--- src/rtl/gray_counter_param_pkg.sv ---
// Shared constants and Gray-code helpers for counters and FIFO pointer logic.
package gray_counter_param_pkg;

  localparam int unsigned MAX_WIDTH = 16;
  localparam int unsigned MODE_WRAP = 0;
  localparam int unsigned MODE_SAT  = 1;

  // Binary to Gray over the widest supported count; callers cast to their width.
  function automatic logic [MAX_WIDTH-1:0] bin2gray(input logic [MAX_WIDTH-1:0] b);
    return b ^ (b >> 1);
  endfunction

endpackage

--- src/rtl/gray_counter_param_gray2bin_conv.sv ---
// Combinational Gray to binary decoder built as an XOR prefix chain from the MSB down.
module gray2bin_conv #(
  parameter int unsigned WIDTH = 3
) (
  input  logic [WIDTH-1:0] Gray,
  output logic [WIDTH-1:0] Bin_c
);

  // Each binary bit is the parity of all Gray bits at or above it.
  always_comb begin
    Bin_c = '0;
    for (int unsigned i = 0; i < WIDTH; i++) begin
      Bin_c[i] = ^(Gray >> i);
    end
  end

endmodule

--- src/rtl/gray_counter_param.sv ---
// Parametrised up/down Gray counter with load, wrap/saturate mode, sticky overflow and terminal-count pulse.
module gray_counter_param
  import gray_counter_param_pkg::*;
#(
  parameter int unsigned WIDTH     = 3,
  parameter int unsigned SATURATE  = MODE_WRAP,
  parameter int unsigned RESET_VAL = 0
) (
  input  logic             Clk,
  input  logic             Reset_n,
  input  logic             Clr,
  input  logic             Load,
  input  logic [WIDTH-1:0] LoadGray,
  input  logic             En,
  input  logic             Up,
  output logic [WIDTH-1:0] Output,
  output logic [WIDTH-1:0] Count,
  output logic             Overflow,
  output logic             Tc
);

  localparam logic [WIDTH-1:0] MAX_VAL  = '1;
  localparam logic [WIDTH-1:0] RST_BIN  = WIDTH'(RESET_VAL);
  localparam logic [WIDTH-1:0] RST_GRAY = WIDTH'(bin2gray(MAX_WIDTH'(RESET_VAL)));

  logic [WIDTH-1:0] load_bin_c;
  logic [WIDTH-1:0] count_nxt;
  logic [WIDTH-1:0] gray_nxt;
  logic             ovf_nxt;
  logic             tc_nxt;

  gray2bin_conv #(.WIDTH(WIDTH)) u_load_dec (
    .Gray  (LoadGray),
    .Bin_c (load_bin_c)
  );

  // Next-state selection: Clr beats Load beats En; boundary attempts flag overflow and pulse Tc.
  always_comb begin
    count_nxt = Count;
    ovf_nxt   = Overflow;
    tc_nxt    = 1'b0;
    if (Clr) begin
      count_nxt = RST_BIN;
      ovf_nxt   = 1'b0;
    end else if (Load) begin
      count_nxt = load_bin_c;
    end else if (En) begin
      if (Up) begin
        if (Count == MAX_VAL) begin
          ovf_nxt   = 1'b1;
          tc_nxt    = 1'b1;
          count_nxt = (SATURATE == MODE_SAT) ? MAX_VAL : '0;
        end else begin
          count_nxt = Count + WIDTH'(1);
        end
      end else begin
        if (Count == '0) begin
          ovf_nxt   = 1'b1;
          tc_nxt    = 1'b1;
          count_nxt = (SATURATE == MODE_SAT) ? '0 : MAX_VAL;
        end else begin
          count_nxt = Count - WIDTH'(1);
        end
      end
    end
    gray_nxt = WIDTH'(bin2gray(MAX_WIDTH'(count_nxt)));
  end

  always_ff @(posedge Clk or negedge Reset_n) begin
    if (!Reset_n) begin
      Count    <= RST_BIN;
      Output   <= RST_GRAY;
      Overflow <= 1'b0;
      Tc       <= 1'b0;
    end else begin
      Count    <= count_nxt;
      Output   <= gray_nxt;
      Overflow <= ovf_nxt;
      Tc       <= tc_nxt;
    end
  end

endmodule

--- config.mk ---
export PLATFORM = sky130hd
export DESIGN_NAME = gray_counter_param
export DESIGN_NICKNAME = d
export VERILOG_FILES = /design/src/rtl/gray_counter_param_pkg.sv /design/src/rtl/gray_counter_param_gray2bin_conv.sv /design/src/rtl/gray_counter_param.sv
export SDC_FILE = /design/constraint.sdc
export NUM_CORES = 1
export LEC_CHECK = 0
export ABC_AREA = 1
export BUFFER_PORTS_ARGS = -buffer_cell sky130_fd_sc_hd__buf_2
export CAP_MARGIN = 20
export CORE_AREA = 2 2 39 41
export DETAILED_ROUTE_END_ITERATION = 8
export DIE_AREA = 0 0 41 43
export GPL_TIMING_DRIVEN = 1
export PLACE_DENSITY = 0.7
export SLEW_MARGIN = 20
export SYNTH_ARGS = -nofsm -noshare
export SYNTH_HDL_FRONTEND = slang
export SYNTH_SLANG_ARGS = --single-unit
export TNS_END_PERCENT = 20
--- constraint.sdc ---
create_clock -name Clk -period 1.7 [get_ports Clk]
set_clock_uncertainty 0.15 [all_clocks]
set_input_delay 0.34 -clock Clk [delete_from_list [all_inputs] [get_ports Clk]]
set_output_delay 0.34 -clock Clk [all_outputs]
set_load 0.005 [all_outputs]
==> qor.yml <==
synthesis.instances: 75
insertion_delay_ns: 0.25
hp-start: "Clr"
hold_class: "input pin to register"
drc: 0
start_util_pct: 38.5
routed-via-count: 528
finalPower_uw: 473
synth_area_per_cell_um2: 7.11
nets: 110
seq_area_um2: 176
rows: 14
grt_max_degree: 8
cp-start-kind: "register"
synth_top_area_share_pct: 32.9
cp.required_ns: 1.73
hold_depth: 4
clockBufferDepth: 2
grt_usage_pct: 14.4
cts_root_buf: "clkbuf_4"
crit_path_end_kind: "register"
drt_first_iter_violations: 5
path_max_fanout: 5
min_to: "Count[2]"
max_freq_mhz: 622
max-slew-margin-rel_pct: 85.5
syn-num-nets: 88
clkTransAtPathRegs_ns: 0.05
multi_input_area_um2: 300
rsz0062_at_grt: "false"
antenna_cells: 0
powerDensity_nw_per_um2: 703
synth-seq-cells: 7
p_leak_uw: 0.000406
status: "complete, no violations"
max_cap_viol_count: 0
grt_pass1_wl_um: 1740
area_growth_pct: 26.3
cts_made_buffers: 3
hpwl_um: 876
avgViaCountPerCell: 4.71
holdWs_ns: 0.243
syn-cell-area_um2: 533
wl_per_cell_um: 9.29
core-area_um2: 1380
rr_endpoint: "Output[0]"
final_cells: 112
yosys.area.top_type: "dfrtp_1"
timing.rr.start: "Count[0]"
finish.utilization_pct: 48.6
fp.dieArea_um2: 1760
setup_viol: 0
clock-sinks: 7
tritoncts: "done"
finalCritPeriodShare_pct: 94.5
port_buffers: 16
die_h_um: 43
htreeDepth: 1
dr.pass1.iters: 4
synthDistinctLibCells: 17
worst_pin_slew_ns: 0.218
fin_setup_tns_ns: 0
finalWirelength_um: 1040
io_pins: 17
overflow: 0
finalMaxSlewViolations: 0
arrival_ns: 1.64
layout_min_cycle_time_ns: 1.61
grt_antenna_before_repair: 0
dp_cells: 106
path_class: "register to register"
gp_congestion: 0.813
grt_pass1_vias: 460
die_w_um: 41
ys_seq_area_share_pct: 32.9
ff2ff_setup_slack_ns: 0.09
synthTopCellsByArea: "dfrtp_1 (33%), nand2_1 (16%), ha_1 (9.4%)"
detail-route-antenna-nets: 0
fill_cells: 148
finalHoldViolCount: 0
drive_above_1_share_pct: 36.5
ys_warn_count: 0
r2r_cells: 11
ir_drop_uv: 339
per-layer routing:
layer | vias to the layer above | share of wire [%] | wire, µm | track usage, %
met4 | 0 | 0.96 | 10 | 8.00
met2 | 14 | 50 | 524 | 22.5
met1 | 238 | 44 | 454 | 17.3
met5 | - | 0 | 0 | 0
met3 | 2 | 4.8 | 50 | 3.14
li1 | 274 | - | - | -
synth_stat cells:
library cell and n:
a21oi_2 1, a21boi_2 1, nand2_2 4, ha_1 4, nor2_1 4, and2_1 1
inv_1 10, dfrtp_1 7, a21oi_1 4, nor2_4 1, buf_4 1, xnor2_1 1
nand3_1 6, nor3_1 1, nand3_2 2, inv_2 4, nand2_1 23
cell families after synthesis:
kind of cell / count (synthesis) / synth area share, %
DFF: 7 / 32.9
adders and majority gates: 4 / 9.39
xor gates and xnor gates: 1 / 1.64
buffers and inverters: 15 / 11.3
AOI/OAI and AO/OA: 6 / 7.51
and+or+nand+nor: 42 / 37.3
what timing repair did:
| action | CTS | global route |
|---|---|---|
| gates resized for setup | 0 | 2 |
| buffers inserted | 0 | 1 |
| hold endpoints to repair | 7 | 0 |
| hold buffers | 1 | 0 |
| setup endpoints to repair | 0 | 3 |
critical path, stage by stage, from the launching register on:
cell     delay [ns]
dfrtp_2        0.43
ha_2           0.19
ha_1           0.17
nand2_1        0.07
nand2_1        0.07
nor2_1         0.09
nand2_1        0.06
nand2_1        0.07
nand2_2        0.06
inv_2          0.07
nand2_1        0.05
nand2_1        0.07
cell usage in the layout (no fill, tap or decap):
cell / Yosys / final
nand2_1: 23 / 23
buf_2: 0 / 16
inv_1: 10 / 10
dfrtp_1: 7 / 6
nand3_1: 6 / 6
inv_2: 4 / 4
nor2_1: 4 / 4
a21oi_1: 4 / 4
nand2_2: 4 / 4
ha_1: 4 / 3
clkbuf_4: 0 / 3
nand3_2: 2 / 2
dfrtp_2: 0 / 1
a21oi_2: 1 / 1
a21boi_2: 1 / 1
nor2_4: 1 / 1
xnor2_1: 1 / 1
and2_1: 1 / 1
nor3_1: 1 / 1
ha_2: 0 / 1
clkbuf_1: 0 / 1
dlygate4sd3_1: 0 / 1
buf_4: 1 / 1
final cells by class:
type	instances	area share (%)
clock buffers	4	3.90
well taps	16	2.97
flip-flops and latches	7	26.2
repair buffers	18	14.5
multi-input cells	53	44.6
inverters	14	7.81
per-stage QoR:
step                      instance area [µm²]  worst slack (ns)
after global placement                    626             0.112
after CTS                                 662            0.0661
after global routing                      673           0.00435
final                                     673            0.0931
after detailed placement                  626            0.0815
after floorplan                           533             0.185
worst max path at each step:
| stage | end | cells after the start | startpoint | slack (ns) |
|---|---|---|---|---|
| final | Output[0] | 11 | Count[0] | 0.09 |
| after global routing | Output[0] | 11 | Count[0] | 0.004 |
| after CTS | Output[0] | 11 | Count[0] | 0.07 |
| after detailed placement | Output[0] | 11 | Count[0] | 0.08 |
| after global placement | Output[0] | 11 | Count[0] | 0.11 |
| after floorplan | Output[1] | 9 | Count[0] | 0.19 |
state kept, by name, summed over array words and instances, names as in the netlist:
register	flops
Tc	1
Output	2
Count	3
Overflow	1
report_power, final:
group | total, µW | internal, µW | switching (µW) | leakage, µW
Clock | 148 | 89.4 | 58.7 | 0.0000150
Sequential | 192 | 181 | 10.9 | 0.0000897
Combinational | 133 | 58.8 | 74.7 | 0.000301
Total | 473 | 329 | 144 | 0.000406
Power figures use the tool's default switching activity.
